==> src/rtl/mem_stage_pkg.sv <==
// Shared definitions for the MEM pipeline stage: FSM encoding, timeout
// default and the packed layouts of the EX/MEM and MEM/WB registers.
package mem_stage_pkg;

  typedef enum logic [1:0] {
    S_IDLE  = 2'd0,
    S_WAIT  = 2'd1,
    S_FAULT = 2'd2
  } mem_state_e;

  localparam int TIMEOUT_DEFAULT = 16;
  localparam int CNT_W           = 4;

  typedef struct packed {
    logic        valid;
    logic [15:0] alu_res;
    logic [15:0] rt;
    logic        mem_read;
    logic        mem_write;
    logic        mem_to_reg;
    logic        reg_write;
    logic [2:0]  write_reg;
  } exmem_t;

  typedef struct packed {
    logic        valid;
    logic [15:0] write_back;
    logic        reg_write;
    logic [2:0]  write_reg;
  } memwb_t;

endpackage

==> src/rtl/pipe_reg.sv <==
// Generic pipeline register: loads d_i when en_i is high, clears
// asynchronously on rst_n low.
module pipe_reg #(
  parameter int W = 8
) (
  input  logic         clk,
  input  logic         rst_n,
  input  logic         en_i,
  input  logic [W-1:0] d_i,
  output logic [W-1:0] q_o
);

  logic [W-1:0] data_q;

  // Enabled capture with asynchronous clear.
  always_ff @(posedge clk or negedge rst_n) begin
    if (!rst_n) begin
      data_q <= '0;
    end else if (en_i) begin
      data_q <= d_i;
    end
  end

  assign q_o = data_q;

endmodule

==> src/rtl/mem_stage.sv <==
// MEM pipeline stage: EX/MEM register, data-memory request FSM with
// timeout fault, and MEM/WB register feeding writeback and forwarding.
//
// Memory handshake: mem_req is held high for the whole WAIT state with
// mem_wr/mem_addr/mem_wdata stable; the access completes on the rising
// edge where mem_ack is 1. mem_ack is ignored whenever mem_req is 0.
module mem_stage
  import mem_stage_pkg::*;
#(
  parameter int TIMEOUT = TIMEOUT_DEFAULT
) (
  input  logic        clk,
  input  logic        rst_n,
  input  logic        ex_valid,
  input  logic [15:0] ex_ALURes,
  input  logic [15:0] ex_rt,
  input  logic        ex_memRead,
  input  logic        ex_memWrite,
  input  logic        ex_memToReg,
  input  logic        ex_regWrite,
  input  logic [2:0]  ex_writeReg,
  output logic        mem_req,
  output logic        mem_wr,
  output logic [15:0] mem_addr,
  output logic [15:0] mem_wdata,
  input  logic [15:0] mem_rdata,
  input  logic        mem_ack,
  output logic        stall,
  output logic [15:0] exmem_ALURes,
  output logic [2:0]  exmem_writeReg,
  output logic        exmem_regWrite,
  output logic        exmem_memRead,
  output logic        memwb_valid,
  output logic [15:0] memwb_writeBack,
  output logic [2:0]  memwb_writeReg,
  output logic        memwb_regWrite,
  output logic        err,
  output mem_state_e  dbg_state_o
);

  mem_state_e       state_q, state_d;
  logic [CNT_W-1:0] cnt_q, cnt_d;
  logic             err_q, err_d;
  exmem_t           exmem_d, exmem_q;
  memwb_t           memwb_d, memwb_q;

  logic in_wait, load_ex, ex_is_mem, ex_starts_wait, ex_misaligned;
  logic timeout_hit, exmem_misaligned;

  assign in_wait        = (state_q == S_WAIT);
  assign stall          = (in_wait && !mem_ack) || (state_q == S_FAULT);
  assign load_ex        = !stall;
  assign ex_is_mem      = ex_valid && (ex_memRead || ex_memWrite);
  // Odd addresses never reach memory; they only raise err.
  assign ex_starts_wait = load_ex && ex_is_mem && !ex_ALURes[0];
  assign ex_misaligned  = load_ex && ex_is_mem && ex_ALURes[0];
  assign timeout_hit    = in_wait && !mem_ack && (cnt_q == CNT_W'(TIMEOUT - 1));
  assign exmem_misaligned = exmem_q.valid && (exmem_q.mem_read || exmem_q.mem_write)
                            && exmem_q.alu_res[0];

  // Pack the EX inputs into the EX/MEM register image.
  always_comb begin
    exmem_d            = '0;
    exmem_d.valid      = ex_valid;
    exmem_d.alu_res    = ex_ALURes;
    exmem_d.rt         = ex_rt;
    exmem_d.mem_read   = ex_memRead;
    exmem_d.mem_write  = ex_memWrite;
    exmem_d.mem_to_reg = ex_memToReg;
    exmem_d.reg_write  = ex_regWrite;
    exmem_d.write_reg  = ex_writeReg;
  end

  pipe_reg #(.W($bits(exmem_t))) u_exmem (
    .clk   (clk),
    .rst_n (rst_n),
    .en_i  (load_ex),
    .d_i   (exmem_d),
    .q_o   (exmem_q)
  );

  // Next state, wait counter and sticky error.
  always_comb begin
    state_d = state_q;
    cnt_d   = cnt_q;
    err_d   = err_q | ex_misaligned;
    unique case (state_q)
      S_IDLE: begin
        if (ex_starts_wait) begin
          state_d = S_WAIT;
          cnt_d   = '0;
        end
      end
      S_WAIT: begin
        if (mem_ack) begin
          state_d = ex_starts_wait ? S_WAIT : S_IDLE;
          cnt_d   = '0;
        end else if (timeout_hit) begin
          state_d = S_FAULT;
          err_d   = 1'b1;
        end else begin
          cnt_d = cnt_q + 1'b1;
        end
      end
      S_FAULT: state_d = S_FAULT;
      default: state_d = S_IDLE;
    endcase
  end

  // FSM, counter and error registers.
  always_ff @(posedge clk or negedge rst_n) begin
    if (!rst_n) begin
      state_q <= S_IDLE;
      cnt_q   <= '0;
      err_q   <= 1'b0;
    end else begin
      state_q <= state_d;
      cnt_q   <= cnt_d;
      err_q   <= err_d;
    end
  end

  // MEM/WB image: a bubble whenever stalled or the access was misaligned.
  always_comb begin
    memwb_d = '0;
    if (!stall && exmem_q.valid && !exmem_misaligned) begin
      memwb_d.valid      = 1'b1;
      memwb_d.write_back = (exmem_q.mem_read && exmem_q.mem_to_reg) ? mem_rdata
                                                                    : exmem_q.alu_res;
      memwb_d.reg_write  = exmem_q.reg_write;
      memwb_d.write_reg  = exmem_q.write_reg;
    end
  end

  pipe_reg #(.W($bits(memwb_t))) u_memwb (
    .clk   (clk),
    .rst_n (rst_n),
    .en_i  (1'b1),
    .d_i   (memwb_d),
    .q_o   (memwb_q)
  );

  assign mem_req   = in_wait;
  assign mem_wr    = in_wait && exmem_q.mem_write;
  assign mem_addr  = in_wait ? exmem_q.alu_res : 16'h0000;
  assign mem_wdata = in_wait ? exmem_q.rt      : 16'h0000;

  assign exmem_ALURes   = exmem_q.alu_res;
  assign exmem_writeReg = exmem_q.write_reg;
  assign exmem_regWrite = exmem_q.valid && exmem_q.reg_write;
  assign exmem_memRead  = exmem_q.valid && exmem_q.mem_read;

  assign memwb_valid     = memwb_q.valid;
  assign memwb_writeBack = memwb_q.write_back;
  assign memwb_writeReg  = memwb_q.write_reg;
  assign memwb_regWrite  = memwb_q.valid && memwb_q.reg_write;

  assign err         = err_q;
  assign dbg_state_o = state_q;

endmodule

==> config.mk <==
export PLATFORM = sky130hd
export DESIGN_NAME = mem_stage
export DESIGN_NICKNAME = d
export VERILOG_FILES = /design/src/rtl/mem_stage_pkg.sv /design/src/rtl/pipe_reg.sv /design/src/rtl/mem_stage.sv
export SDC_FILE = /design/constraint.sdc
export NUM_CORES = 1
export LEC_CHECK = 0
export CAP_MARGIN = 20
export CORE_AREA = 2 2 100 102
export DETAILED_ROUTE_END_ITERATION = 8
export DIE_AREA = 0 0 102 104
export GPL_ROUTABILITY_DRIVEN = 0
export PLACE_DENSITY = 0.68
export SETUP_SLACK_MARGIN = 0.1
export SLEW_MARGIN = 40
export SYNTH_ARGS = -nofsm -noshare
export SYNTH_HDL_FRONTEND = slang
export SYNTH_SLANG_ARGS = --single-unit
==> constraint.sdc <==
create_clock -name clk -period 1.8 [get_ports clk]
set_input_delay 0.45 -clock clk [delete_from_list [all_inputs] [get_ports clk]]
set_output_delay 0.45 -clock clk [all_outputs]
set_load 0.05 [all_outputs]
==> run metrics, run 1 <==
first-pass GRT wire length=~14,000 µm; final setup vio count=35; WL/cell=16.0 µm; Synth area leader=dfrtp_1; CP required=around 1.4 ns; TNS Setup=-2.71 ns; Worst VDD drop=0.459 mV; vias post-DR=between 2,000 and 2,500; number of global-route vias before repair=about 2,700; register area share after synthesis=0.495; Main synth FF type=dfrtp_1; Die ar.=about 11,000 µm²; EDFF count, synth=0; Fin Hold WS=0.0396 ns; Pwr Density=approximately 960 nW/µm²; Final Non-Filler Cells=approximately 550; static leakage=~2.6 nW; R2R setup slack=roughly 0.12 ns; pins over their slew limit=0; Initial Utilization=0.360; HP Class=in -> async; post-DP HPWL=around 6000 µm; root buf cell=clkbuf_8; relative slew slack=0.612; worst setup margin=-0.0921 ns; count of nets after finishing=around 470; Core Rows=36; CTS tree=done; IO Count=roughly 140; chip height=104 µm; fin area=5540 µm²; fin crit period=approximately 1.9 ns; pin count of the biggest net entering global routing=37; RSZ-0062 raised after global routing=true; GRT Total Usage=0.166; placed instance count=522; failing checks=negative setup slack; Yosys warning count=0; DR pass1 iterations=4; Clock Path Buffers=2; Synth area leaders=dfrtp_1 (49%), mux2_4 (17%), buf_4 (8.3%), and2_1 (7.5%), nand2_1 (3.8%); initial antenna violation count=0; depth of the CTS H-tree=3; Hold Fails Final Rpt=0; Mapped Cells=between 200 and 300; DR iter-0 viols=slightly below 80; syn avg cell area=11.8 µm²; CP Launch Type=flip-flop; total power=5.32 mW; Fmax achieved=529 MHz; crit path max fanout=12; Clock transition at path regs=0.08 ns; top cell type's share of synthesized area=0.495; WP data arrival=about 1.4 ns; placed inst area=slightly above 5000 µm²; total of max-cap violations=0; # DRC=0; PortBufs=about 140; area grow syn2layout=61.1%; Worst Setup Path Type=reg -> out; asr flop ratio synth=1.00; clock sink total=68; vias per inst=around 4.5; crit end category=primary output; core area=9550 µm²; Setup Skew=roughly 0.0091 ns; status=complete, but fails checks; Post-Syn Area=approximately 3400 µm²; Horiz. Die Dim=102 µm; total global routing overflow=0; Inserted Diodes=0; crit share post-route=1.05; DRT Wirelength=8750 µm; later-pin clock latency in the skew report=roughly 0.34 ns; ANT nets after route=0; Yosys reg bits=68; CTS Buf Count=9; syn nets=351; proportion of layout cells with a drive suffix above 1=0.483; count of different cell masters after synthesis=32; Worst Tran Pin Value=just under 0.6 ns
## area by class of cell
type | count | area (µm²)
fillers | 799 | 4010
repair buffers | 159 | 1990
flip-flops and latches | 68 | 1700
multi-input cells | 166 | 1400
well taps | 133 | 166
clock buffers | 9 | 124
clock inverters | 7 | 124
inverters | 5 | 30.0
## synthesized netlist by cell type (all sizes together), types with 2 or more instances
cell and instances:
nand2 35, buf 45, nor4b 2, a31oi 2
inv 5, and2 41, a21oi 19, nand2b 2
nand3 3, clkbuf 7, nor2 5, o21ai 4
o21a 2, dfrtp 68, mux2 40
## cells in the final DEF (no fill, tap or decap), drive strengths merged
master,n
o211ai,1
ha,1
clkdlybuf4s50,57
buf,100
nor2,5
a32o,1
a21oi,19
nor2b,1
a31oi,2
nor3,1
nand2,35
nand2b,2
o21a,2
and2,41
a32oi,1
clkbuf,11
nor4b,2
a211o,1
dfrtp,68
o21ai,4
nor3b,1
clkinv,2
inv,5
mux2,40
o31ai,1
and3,1
nand3b,1
clkinvlp,2
nand3,3
bufinv,3
## final timing paths
path                                startpoint         endpoint  depth (start not counted)
worst max-delay path            dbg_state_o[1]    mem_wdata[11]                          5
worst min-delay path                     rst_n   u_memwb.q_o[2]                          1
worst max register to register  dbg_state_o[1]  u_exmem.q_o[11]                          6
worst min register to register             err              err                          1
max in group asynchronous                rst_n  u_exmem.q_o[34]                          2
min in group clk                           err              err                          1
## cell families after synthesis
family	Yosys count	synth area share
AND/OR/NAND/NOR	93	0.147
buffers and inverters	57	0.127
AO/OA/AOI/OAI	32	0.0539
adder cells (fa/ha/maj)	1	0.00364
flip-flops	68	0.495
multiplexers	40	0.174
## state kept, by name, summed over array words and instances, names as in the netlist
name         cells
u_exmem.q_o     40
dbg_state_o      2
u_memwb.q_o     21
cnt_q            4
err              1
## stage by stage
stage	setup slack, ns	util
3_3_place_gp	-0.0528	0.536
2_1_floorplan	-0.124	-
5_1_grt	-0.150	0.580
6_report	-0.0921	0.580
3_5_place_dp	-0.0777	0.536
4_1_cts	-0.114	0.574
## power breakdown
part           internal, mW  switching, mW  leakage [nW]
Clock                 0.930          0.627         0.120
Combinational         0.928           1.02          1.67
Sequential             1.69          0.130         0.834
## worst max-delay path: stages, from the launching register on
cell      delay [ns]
dfrtp_2         0.41
nand2b_4        0.17
inv_8           0.10
buf_16          0.14
and2_4          0.16
buf_12          0.13
## per-layer routing
layer  wire [µm]  GRT usage  vias up
li1            -          -     1156
met1        3730      0.214     1222
met2        4520      0.280       84
met3         387     0.0289        9
met4         105     0.0562        0
met5           0          0        -
## timing repair
action	4_1_cts	5_1_grt
setup buffers	5	0
hold endpoints to repair	0	0
gates cloned	2	2
endpoints found under the setup margin	35	67
resized for setup	12	1
hold buffers	0	0
pin swaps	1	1
Note: power is estimated with default switching activity, not from simulation.
==> run 2: changes to the inputs <==
HOLD_SLACK_MARGIN = 0.12   (was unset)
clock period = 2.15 ns   (was 1.8 ns; I/O delays follow)
==> run 2 against run 1 <==
Net effect:
- the run now ends clean
- worst setup slack better by 0.20 ns
- worst hold slack better by 0.15 ns
- flip-flop and latch count unchanged
- combinational power down 20%
- sequential share of layout area up 0.38 points
- register-to-register slack better by 0.18 ns
- count of clock-buffer cells in the layout up 2
- first-iteration DRC count down 17%
- global-route usage down 0.27 points
- via count down 0.36%
- die area unchanged
- largest cell class unchanged
- largest power group unchanged
- highest routed layer unchanged
==> run metrics, run 2 (synthesis gave the netlist of run 1 again) <==
CTS tree=done (unchanged); Clock Path Buffers=2 (unchanged); Horiz. Die Dim=102 µm (unchanged); initial antenna violation count=0 (unchanged); grt peak-use layer=met2 (unchanged); core area=9550 µm² (unchanged); M1 GR Usage=0.216 (was 0.214); depth of the CTS H-tree=3 (unchanged); FILL cells=794 (was 799); CP Launch Type=flip-flop (unchanged); crit path max fanout=5 (was 12); commonest non-fill, non-tap cell in the layout=clkdlybuf4s50_1 (was dfrtp_1); RSZ-0062 raised after global routing=true (unchanged); DRT Wirelength=8380 µm (was 8750 µm); relative slew slack=0.599 (was 0.612); status=complete, no violations (was complete, but fails checks); Flop pwr share=0.354 (was 0.342); fin crit period=approximately 2.0 ns; crit share post-route=0.952; PortBufs=138 (unchanged); area grow syn2layout=59.1% (was 61.1%); Core Rows=36 (unchanged); Clock transition at path regs=0.08 ns (about the same); met3 usage=0.0491 (was 0.0289); Setup Skew=0.0100 ns (was 0.00908 ns); WP data arrival=1.51 ns (was 1.44 ns); GRT Total Usage=0.164 (was 0.166); HP Class=in -> async (unchanged); DR iter-0 viols=64 (was 77); later-pin clock latency in the skew report=0.34 ns (about the same); CTS Buf Count=9 (unchanged); CP required=1.61 ns (was 1.35 ns); number of global-route vias before repair=2,632 (was 2,669); Sw Share=0.336 (was 0.334); ANT nets after route=0 (unchanged); post-DP HPWL=6030 µm (was 6010 µm); total of max-cap violations=0 (unchanged); commonest cells after routing, fill and taps aside=clkdlybuf4s50_1 (68), dfrtp_1 (66), mux2_4 (39), buf_12 (38), nand2_1 (35) (was dfrtp_1 (66), clkdlybuf4s50_1 (57), buf_4 (50), buf_12 (45), mux2_4 (39)); Worst Setup Path Type=reg -> out (unchanged); R2R depth=9 (was 6); WL/cell=15.2 µm (was 16.0 µm); Die ar.=10,600 µm² (unchanged); Pwr Density=779 nW/µm² (was 961 nW/µm²); P_int=2.83 mW (was 3.54 mW); count of nets after finishing=472 (was 469); proportion of layout cells with a drive suffix above 1=0.386 (was 0.483); total global routing overflow=0 (unchanged); hold_buf cts=0 (unchanged); total power=4.26 mW (was 5.32 mW); clock network power share=0.278 (was 0.293); chip height=104 µm (unchanged); vias post-DR=2,462 (was 2,471); Fmax achieved=approximately 490 MHz; crit end category=primary output (unchanged); max reg flops=40 (unchanged); first-pass GRT wire length=13,600 µm (was 13,700 µm); pin count of the biggest net entering global routing=29 (was 37); NetSw=1.43 mW (was 1.78 mW); DR pass1 iterations=4 (unchanged); static leakage=2.66 nW (was 2.62 nW); final setup vio count=0 (was 35); pins over their slew limit=0 (unchanged); Comb pwr share=0.367 (was 0.366); Hold Fails Final Rpt=0 (unchanged); Worst Tran Pin Value=0.602 ns (was 0.581 ns); root buf cell=clkbuf_8 (unchanged); TNS Setup=0 ns (was -2.71 ns); # DRC=0 (unchanged); Worst VDD drop=0.312 mV (was 0.459 mV); clock sink total=68 (unchanged); IO Count=139 (unchanged); vias per inst=4.48 (was 4.52); Inserted Diodes=0 (unchanged); M2 GR Usage=0.261 (was 0.280); Initial Utilization=0.360 (unchanged)
## run 2: metal layers
metal | up-vias | share of wire
met2 | 90 | 0.49
met1 | 1196 | 0.43
met5 | - | 0
met4 | 0 | 0.0084
li1 | 1169 | -
met3 | 7 | 0.070
## run 2: final cells by class
| class | count | area [µm²] | area share |
|---|---|---|---|
| Multi-Input combinational cell | 166 | 1380 | 0.252 |
| Clock buffer | 11 | 141 | 0.0258 |
| Sequential cell | 68 | 1700 | 0.312 |
| Timing Repair Buffer | 162 | 1970 | 0.360 |
| Clock inverter | 5 | 83.8 | 0.0153 |
| Tap cell | 133 | 166 | 0.0304 |
| Inverter | 5 | 27.5 | 0.00503 |
## run 2: worst paths after layout
kind / startpoint / endpoint / slack (ns)
min in group clk: err / err / 0.48
hold reg to reg: err / err / 0.48
hold / removal: rst_n / u_memwb.q_o[0] / 0.19
setup reg to reg: dbg_state_o[0] / u_memwb.q_o[14] / 0.30
max in group asynchronous: rst_n / dbg_state_o[1] / 1.31
setup / recovery: dbg_state_o[0] / mem_addr[11] / 0.10
## run 2: power by group through the flow
stage	sequential (mW)	combinational (mW)	clock, mW
floorplan	1.52	0.972	0
global placement	1.53	1.49	0
detailed placement	1.54	1.51	0
CTS	1.51	1.54	1.22
global route	1.54	1.64	1.28
finish	1.51	1.56	1.19
## run 2: what timing repair did
item | CTS | global route
pin swaps | 1 | 1
cloned | 1 | 1
buffers inserted | 7 | 2
endpoints found under the setup margin | 56 | 33
endpoints found under the hold margin | 0 | 0
resized for setup | 31 | 26
## run 2: critical path, stage by stage (launching register included)
cell and delay (ns):
dfrtp_2 0.43, nand2b_4 0.10, clkinv_4 0.07, buf_6 0.13, clkbuf_16 0.14, and2_4 0.16, buf_12 0.14
## run 2: per-stage QoR
stage          area (µm²)  std cells  hold slack [ns]  worst slack [ns]  utilization
3_3_place_gp         5060        523            0.463            0.0431        0.530
2_1_floorplan        3500        291            0.242             0.116            -
6_report             5470        550            0.193             0.104        0.573
5_1_grt              5470        550            0.225            0.0458        0.573
3_5_place_dp         5060        523            0.463            0.0281        0.530
4_1_cts              5370        547            0.195            0.0442        0.563
